## src/rtl/mdu_sequencer.sv

```systemverilog
// rtl/mdu_sequencer.sv - multi-cycle RV32M multiply/divide sequencer with tagged valid/ready response
module mdu_sequencer #(
  parameter bit FAST_DIV_SPECIAL = 1'b1
) (
  input  logic        clk_i,
  input  logic        rst_i,
  input  logic        req_valid_i,
  output logic        req_ready_o,
  input  logic [4:0]  req_op_i,
  input  logic [31:0] req_a_i,
  input  logic [31:0] req_b_i,
  input  logic [4:0]  req_rd_i,
  output logic        resp_valid_o,
  input  logic        resp_ready_i,
  output logic [31:0] resp_result_o,
  output logic [4:0]  resp_rd_o,
  input  logic        flush_i,
  output logic        busy_o
);
  localparam logic [4:0] OP_MUL    = 5'b01010;
  localparam logic [4:0] OP_MULH   = 5'b01011;
  localparam logic [4:0] OP_MULHSU = 5'b01100;
  localparam logic [4:0] OP_MULHU  = 5'b01101;
  localparam logic [4:0] OP_DIV    = 5'b01110;
  localparam logic [4:0] OP_REM    = 5'b10000;
  localparam logic [4:0] OP_REMU   = 5'b10001;

  typedef enum logic [1:0] {S_IDLE, S_MUL, S_DIV, S_DONE} state_e;

  state_e      state_q;
  logic        resp_valid_q;
  logic [31:0] resp_result_q;
  logic [4:0]  resp_rd_q;
  logic [4:0]  rd_q;
  logic [31:0] opa_q;
  logic [31:0] opb_q;
  logic [31:0] rem_q;
  logic [4:0]  cnt_q;
  logic        mul_hi_q, mul_sa_q, mul_sb_q;
  logic        neg_q_q, neg_r_q, sel_rem_q;

  logic        req_is_mul, req_is_div, req_signed, req_is_rem;
  logic        req_b_zero, req_ovf, req_special;
  logic [31:0] req_special_res, req_a_abs, req_b_abs;

  assign req_is_mul = (req_op_i >= OP_MUL) && (req_op_i <= OP_MULHU);
  assign req_is_div = (req_op_i >= OP_DIV) && (req_op_i <= OP_REMU);
  assign req_signed = (req_op_i == OP_DIV) || (req_op_i == OP_REM);
  assign req_is_rem = (req_op_i == OP_REM) || (req_op_i == OP_REMU);
  assign req_b_zero = (req_b_i == 32'd0);
  assign req_ovf    = req_signed && (req_a_i == 32'h8000_0000) && (req_b_i == 32'hFFFF_FFFF);
  assign req_special = req_b_zero || req_ovf;
  assign req_special_res = req_b_zero ? (req_is_rem ? req_a_i : 32'hFFFF_FFFF)
                                      : (req_is_rem ? 32'd0 : 32'h8000_0000);
  assign req_a_abs = (req_signed && req_a_i[31]) ? (~req_a_i + 32'd1) : req_a_i;
  assign req_b_abs = (req_signed && req_b_i[31]) ? (~req_b_i + 32'd1) : req_b_i;

  // In MUL opa_q/opb_q hold the operands; in DIV opa_q is the dividend/quotient shifter, opb_q the divisor.
  logic signed [63:0] mul_a_ext, mul_b_ext, prod_d;
  assign mul_a_ext = {{32{mul_sa_q & opa_q[31]}}, opa_q};
  assign mul_b_ext = {{32{mul_sb_q & opb_q[31]}}, opb_q};
  assign prod_d    = mul_a_ext * mul_b_ext;

  // Restoring step: a borrow out of the 33-bit trial means the divisor did not fit.
  logic [32:0] trial_d;
  logic        fits_d;
  logic [31:0] rem_d, quo_d, quo_fix_d, rem_fix_d;
  assign trial_d   = {rem_q, opa_q[31]} - {1'b0, opb_q};
  assign fits_d    = ~trial_d[32];
  assign rem_d     = fits_d ? trial_d[31:0] : {rem_q[30:0], opa_q[31]};
  assign quo_d     = {opa_q[30:0], fits_d};
  assign quo_fix_d = neg_q_q ? (~quo_d + 32'd1) : quo_d;
  assign rem_fix_d = neg_r_q ? (~rem_d + 32'd1) : rem_d;

  always_ff @(posedge clk_i) begin
    if (rst_i) begin
      state_q       <= S_IDLE;
      resp_valid_q  <= 1'b0;
      resp_result_q <= 32'd0;
      resp_rd_q     <= 5'd0;
      rd_q          <= 5'd0;
      opa_q         <= 32'd0;
      opb_q         <= 32'd0;
      rem_q         <= 32'd0;
      cnt_q         <= 5'd0;
      mul_hi_q      <= 1'b0;
      mul_sa_q      <= 1'b0;
      mul_sb_q      <= 1'b0;
      neg_q_q       <= 1'b0;
      neg_r_q       <= 1'b0;
      sel_rem_q     <= 1'b0;
    end else if (flush_i) begin
      state_q      <= S_IDLE;
      resp_valid_q <= 1'b0;
    end else begin
      case (state_q)
        S_IDLE: begin
          if (req_valid_i) begin
            rd_q <= req_rd_i;
            if (req_is_mul) begin
              opa_q    <= req_a_i;
              opb_q    <= req_b_i;
              mul_hi_q <= (req_op_i != OP_MUL);
              mul_sa_q <= (req_op_i == OP_MULH) || (req_op_i == OP_MULHSU);
              mul_sb_q <= (req_op_i == OP_MULH);
              state_q  <= S_MUL;
            end else if (req_is_div && !(FAST_DIV_SPECIAL && req_special)) begin
              opa_q     <= req_a_abs;
              opb_q     <= req_b_abs;
              rem_q     <= 32'd0;
              cnt_q     <= 5'd0;
              neg_q_q   <= req_signed && (req_a_i[31] ^ req_b_i[31]) && !req_b_zero;
              neg_r_q   <= req_signed && req_a_i[31];
              sel_rem_q <= req_is_rem;
              state_q   <= S_DIV;
            end else begin
              resp_result_q <= req_is_div ? req_special_res : 32'd0;
              resp_rd_q     <= req_rd_i;
              resp_valid_q  <= 1'b1;
              state_q       <= S_DONE;
            end
          end
        end
        S_MUL: begin
          resp_result_q <= mul_hi_q ? prod_d[63:32] : prod_d[31:0];
          resp_rd_q     <= rd_q;
          resp_valid_q  <= 1'b1;
          state_q       <= S_DONE;
        end
        S_DIV: begin
          opa_q <= quo_d;
          rem_q <= rem_d;
          cnt_q <= cnt_q + 5'd1;
          if (cnt_q == 5'd31) begin
            resp_result_q <= sel_rem_q ? rem_fix_d : quo_fix_d;
            resp_rd_q     <= rd_q;
            resp_valid_q  <= 1'b1;
            state_q       <= S_DONE;
          end
        end
        S_DONE: begin
          if (resp_ready_i) begin
            resp_valid_q <= 1'b0;
            state_q      <= S_IDLE;
          end
        end
        default: state_q <= S_IDLE;
      endcase
    end
  end

  assign req_ready_o   = (state_q == S_IDLE);
  assign busy_o        = (state_q != S_IDLE);
  assign resp_valid_o  = resp_valid_q;
  assign resp_result_o = resp_result_q;
  assign resp_rd_o     = resp_rd_q;
endmodule

```

## config.mk

```make
export PLATFORM = sky130hd
export DESIGN_NAME = mdu_sequencer
export DESIGN_NICKNAME = d
export VERILOG_FILES = /design/src/rtl/mdu_sequencer.sv
export SDC_FILE = /design/constraint.sdc
export NUM_CORES = 2
export LEC_CHECK = 0
export ABC_AREA = 1
export BUFFER_PORTS_ARGS = -buffer_cell sky130_fd_sc_hd__clkbuf_2
export CORE_MARGIN = 2
export CORE_UTILIZATION = 47
export DETAILED_ROUTE_END_ITERATION = 10
export PLACE_DENSITY = 0.68
export SYNTH_ARGS = -nofsm -noshare
export SYNTH_HDL_FRONTEND = slang
export SYNTH_SLANG_ARGS = --single-unit
```

## constraint.sdc

```tcl
create_clock -name clk_i -period 9.25 [get_ports clk_i]
set_input_delay 0.925 -clock clk_i [delete_from_list [all_inputs] [get_ports clk_i]]
set_output_delay 0.925 -clock clk_i [all_outputs]
set_load 0.02 [all_outputs]
```

* Word level (Yosys, flattened, before mapping)
Index checks and enable logic that the tools add are counted.
Widths: inputs -> output; s select.
** Word-level totals
- Output and inout port bits :: 40
- Logic and storage cells :: 133
- Flip-flop bits (word level) :: 152
- Bits of input ports :: 79
** Cells by class
- Reduce and logical (&&, ||, !) cells :: 31
- $mul :: 1
- Bitwise logic cells :: 10
- Equality and inequality tests :: 19
- $lt $le $gt $ge :: 4
- Add/subtract/negate cells :: 6
- Mux-type cells :: 47
** Operators with widths (count)
- $mux 32 :: 23
- $add 32x1->32 const B :: 4
- $not 32->32 :: 4
- $pmux 32 s2 :: 2
- $pmux 32 s3 :: 1
- $eq 32x32->1 const B :: 2
- $mul 33x33->64 :: 1
- $mux 5 :: 7
- $sub 33x32->33 :: 1
- $logic_not 32->1 :: 1
- $eq 5x4->1 const B :: 3
- $eq 5x5->1 const B :: 3
- $pmux 5 s3 :: 1
- $reduce_and 5->1 :: 3
- $reduce_and 4->1 :: 3
- $ge 5x4->1 const B :: 2
- $ne 2x2->1 const B :: 5
- $pmux 5 s2 :: 1
- $logic_and 1x1->1 :: 9
- $mux 2 :: 4
- $pmux 2 s4 :: 1
- $mux 1 :: 6
- $reduce_and 3->1 :: 2
- $reduce_and 6->1 :: 1
- other kinds (18) :: 28

* Logic depth before layout (Yosys ltp)
- Depth in word-level cells :: 11
- Mapped depth :: 40

* Least setup slack after synthesis
Ideal clock, no wire load.
- Path kind :: reg-to-reg
- From :: register opa_q[31]
- To :: register resp_result_q[27], in the netlist resp_result_o[27]
- Cell stages (with the launch flop) :: 34
- Clock period less this slack :: 7815 ps
- Library setup time :: 70 ps
- Setup slack :: 1435 ps
- Buffers on the path :: 3
- Data required time :: 9180 ps
- Arrival time :: 7746 ps
- Path through :: dfxtp_1 -> clkbuf_1 -> nand2_1 -> clkbuf_1 -> clkbuf_1 -> nor2_1 -> fa_1 -> fa_1 -> fa_1 -> inv_1 -> fa_1 -> inv_1 -> fa_1 -> fa_1 -> fa_1 -> inv_1 -> fa_1 -> inv_1 -> ha_1 -> nand2_1 -> nor2_1 -> inv_1 -> nor4_1 -> nand3b_1 -> nand3_1 -> nand3_1 -> o211ai_1 -> a21oi_1 -> or2_2 -> nand3_1 -> nand3_1 -> nand2_1 -> nand2_1 -> a21oi_1
** On the way
- Cells in the longest elaborated chain, start to end :: 8
- Elaborated cells between the ends (all ways) :: 15
** RTL lines
- start: declaration :: RTL line 35 : logic [31:0] opa_q;
- start signal: assignment :: RTL line 101 : opa_q <= req_a_i;
- start signal: assignment :: RTL line 108 : opa_q <= req_a_abs;
- start signal: assignment :: RTL line 131 : opa_q <= quo_d;
- $sub 33x32->33 :: RTL line 68 : assign trial_d = {rem_q, opa_q[31]} - {1'b0, opb_q};
- $mux 32 / $not 1->1 (equally long branches) :: RTL line 70, 69
- $not 32->32 (on tied branches) :: RTL line 73, 72
- $add 32x1->32 (on tied branches) :: RTL line 73, 72
- $mux 32 (on tied branches) :: RTL line 73, 72
- $mux 32 :: RTL line 135 : resp_result_q <= sel_rem_q ? rem_fix_d : quo_fix_d;
- $mux 32 :: RTL line 134 : if (cnt_q == 5'd31) begin
- $pmux 32 s3 * :: RTL line 96 : case (state_q)
- end signal: assignment :: RTL line 117 : resp_result_q <= req_is_div ? req_special_res : 32'd0;
- end signal: assignment :: RTL line 125 : resp_result_q <= mul_hi_q ? prod_d[63:32] : prod_d[31:0];
- end signal: assignment :: RTL line 135
- end: declaration :: RTL line 32 : logic [31:0] resp_result_q;
Every way passes the cells marked *; elsewhere a longest branch is shown, timed or not. The select of a mux whose other input is x is not followed.
A chain may end at the register's enable or synchronous reset.

* Worst setup path in the final report
- From :: register opb_q[10]
- To :: register resp_result_q[2], in the netlist resp_result_o[2]
** On the way
- Cells in the longest elaborated chain, start to end :: 8
- Elaborated cells between the ends (all ways) :: 14
** RTL lines
- start: declaration :: RTL line 36 : logic [31:0] opb_q;
- start signal: assignment :: RTL line 102 : opb_q <= req_b_i;
- start signal: assignment :: RTL line 109 : opb_q <= req_b_abs;
- $sub 33x32->33 :: RTL line 68
- $mux 32 / $not 1->1 (equally long branches) :: RTL line 70, 69
- $not 32->32 (on tied branches) :: RTL line 73, 72
- $add 32x1->32 (on tied branches) :: RTL line 73, 72
- $mux 32 (on tied branches) :: RTL line 73, 72
- $mux 32 :: RTL line 135
- $mux 32 :: RTL line 134
- $pmux 32 s3 * :: RTL line 96
Marked as above.

==> results_dict.tcl <==
set metrics [dict create \
    setup_viol 0 \
    layout_min_cycle_time_ns 8.89 \
    grt_use_total_pct 31.6 \
    crit_family "adder cells" \
    hold_viol_final 0 \
    cts_post_setup_buffers_inserted 0 \
    yosysTopAreaCell "fa_1" \
    ys_warn_count 0 \
    die_w_um 339 \
    finalSetupTns_ns 0 \
    path_clk_slew_ns 0.08 \
    mostFrequentLayoutCell "inv_1" \
    wl_met2_mm 81.4 \
    netlist_top_cells_area "fa_1 43%, inv_1 13%, nand2_1 12%" \
    maxCapViolCount 0 \
    die_area_mm2 0.115 \
    leakage_nw 30.0 \
    drcViolationCount 0 \
    dpl.hpwl_mm 148 \
    final_cell_mix "1,858 x inv_1, 1,721 x nand2_1, 1,125 x fa_1, 391 x nor2_1, 290 x a21oi_1" \
    min_path_type "reg2reg" \
    synth_top_flop_cell "dfxtp_1" \
    finClkSkew_ns 0.0174 \
    clk_latency_ns 0.47 \
    fmax_mhz 112 \
    cp_max_fo 22 \
    crit_required_ns 9.64 \
    final_layout_size_suffix_gt1_share_pct 6.38 \
    cts_buffers 17 \
    dr.pass1.iters 7 \
    synth-seq-area-share_pct 5.78 \
    synth_edf_count 0 \
    num_antenna_cells 0 \
    synthMuxAreaShare_pct 0 \
    routabilityCongestion 1.05 \
    rsz0062_at_grt "false" \
    top_layer_used "met5" \
    cts-hold-fix-buffers 0 \
    fin_nets 8518 \
    min_period_over_period_pct 96.2 \
    max_stage_delay_ns 0.64 \
    grt_overflow 0 \
    die_y_um 339 \
    wire_per_inst_um 20.8 \
    viasPerCell 5.33 \
    synth_area_per_cell_um2 7.39 \
    core_area_mm2 0.111 \
    ys_types 66 \
    synth_xor_area_share_pct 1.98 \
    wl_mm 178 \
    cts_tree "built" \
    synth_compound_area_share_pct 7.54 \
    end_kind "flop" \
    grt_pass1_wl_mm 279 \
    power_density_mw_per_mm2 65.2 \
    ctsLongestPathBuffers 2 \
    rows 122 \
    critical_path_class "reg2reg" \
    syn_nets 8587 \
    synth-seq-cells 152 \
    grt_pass1_vias 47700 \
    areaGrowthSynthToFinish_pct 5.75 \
    tightest_slew_ns 1.25 \
    finish.utilization_pct 50.2 \
    port-buffer-count 118 \
    grt_start_max_net_pins 79 \
    synth_top_area_share_pct 42.8 \
    wl_met1_mm 72.7 \
    drt_iter0_drc 4402 \
    num_vias 45600 \
    grt_antenna_before_repair 4 \
    crit_path_frequent_cell "fa_1" \
    syn-instance-count 7124 \
    synth_top_family_by_area "adder cells" \
    initial_core_util_pct 47.5 \
    ys_async_sr_fraction_pct 0 \
    design_power_total_mw 3.63 \
    syn_area_mm2 0.0527 \
    path_buf_inv 6 \
    relSlewSlack_pct 15.6 \
    final_max_slew_viol_count 0 \
    synth-simple-area-share_pct 19.7 \
    met3_length_mm 15.3 \
    cp.arrival_ns 9.28 \
    root_buffer "clkbuf_16" \
    io_pins 119 \
    irDropWorstVdd_mv 0.209 \
    status "finished clean" \
    fillCellCount 11000 \
    cp_slowest_cell "dfxtp_1" \
    htreeDepth 4 \
    clock_sinks 152 \
    detail-route-antenna-nets 0 \
    cp-start-kind "flop" \
    synth_fa_ha_area_share_pct 48.9 \
]
timing repair:
action | in CTS | in global routing
pin swaps | 0 | 0
endpoints found under the setup margin | 1 | 5
resized for setup | 3 | 15
path summary, 6_finish.rpt:
kind / start / end / slack (ns) / cells past startpoint
max: opb_q[10]$_SDFFE_PP0P_ / resp_result_o[2]$_SDFFE_PP0P_ / 0.36 / 27
min: resp_valid_o$_SDFFE_PP0P_ / resp_valid_o$_SDFFE_PP0P_ / 0.46 / 2
max reg2reg: opb_q[10]$_SDFFE_PP0P_ / resp_result_o[2]$_SDFFE_PP0P_ / 0.36 / 27
min reg2reg: resp_valid_o$_SDFFE_PP0P_ / resp_valid_o$_SDFFE_PP0P_ / 0.46 / 2
Yosys cell counts, types with 44 or more instances:
| library cell | instances |
|---|---|
| inv_1 | 1859 |
| nand2_1 | 1721 |
| fa_1 | 1126 |
| nor2_1 | 393 |
| a21oi_1 | 290 |
| clkbuf_1 | 264 |
| ha_1 | 258 |
| o21ai_0 | 256 |
| nand3_1 | 186 |
| dfxtp_1 | 152 |
| xor2_1 | 78 |
| buf_1 | 75 |
| a31oi_1 | 44 |
power breakdown:
group          internal (mW)  switching, mW  leakage (nW)  total [mW]
Combinational          0.602           1.48          28.4        2.08
Sequential             0.696          0.108          1.24       0.804
Clock                  0.388          0.361         0.297       0.749
state kept, by name, summed over array words and instances (netlist names):
signal	flops
state_q	2
resp_result_o	32
opa_q	32
mul_hi_q	1
neg_r_q	1
rd_q	5
resp_rd_o	5
cnt_q	5
neg_q_q	1
opb_q	32
mul_sa_q	1
sel_rem_q	1
rem_q	32
mul_sb_q	1
resp_valid_o	1
final cells by class:
type	instances	area [um2]	share of cell area [%]
Clock inverter	15	176	0.317
Timing Repair Buffer	270	1940	3.49
Clock buffer	17	425	0.764
Inverter	1877	7050	12.7
Multi-Input combinational cell	4737	41200	73.9
Tap cell	1488	1860	3.34
Sequential cell	152	3070	5.51
logic make-up after synthesis:
| kind of cell | Yosys count |
|---|---|
| and+or+nand+nor | 2516 |
| buffers and inverters | 2235 |
| adders and majority gates | 1384 |
| AOI/OAI and AO/OA | 718 |
| DFF | 152 |
| xor gates and xnor gates | 119 |
stage by stage:
stage,setup slack [ns],hold slack [ns],area (um2),instances
global route,0.0119,0.496,55700,8556
global placement,-0.186,0.443,55100,8524
floorplan,1.43,0.450,52700,7124
detailed placement,-0.0763,0.446,55100,8524
CTS,0.0681,0.463,55700,8556
finish,0.356,0.459,55700,8556
tightest hold or removal path, cell delays in order, from the launching register on:
cell and delay [ns]:
dfxtp_1 0.32, inv_1 0.05, a21oi_1 0.05
layer usage:
layer	vias up	track usage (%)
met1	22800	42.2
met3	306	5.10
li1	20600	-
met2	1963	51.0
met4	6	13.2
met5	-	0
Note: power is estimated with default switching activity, not from simulation.
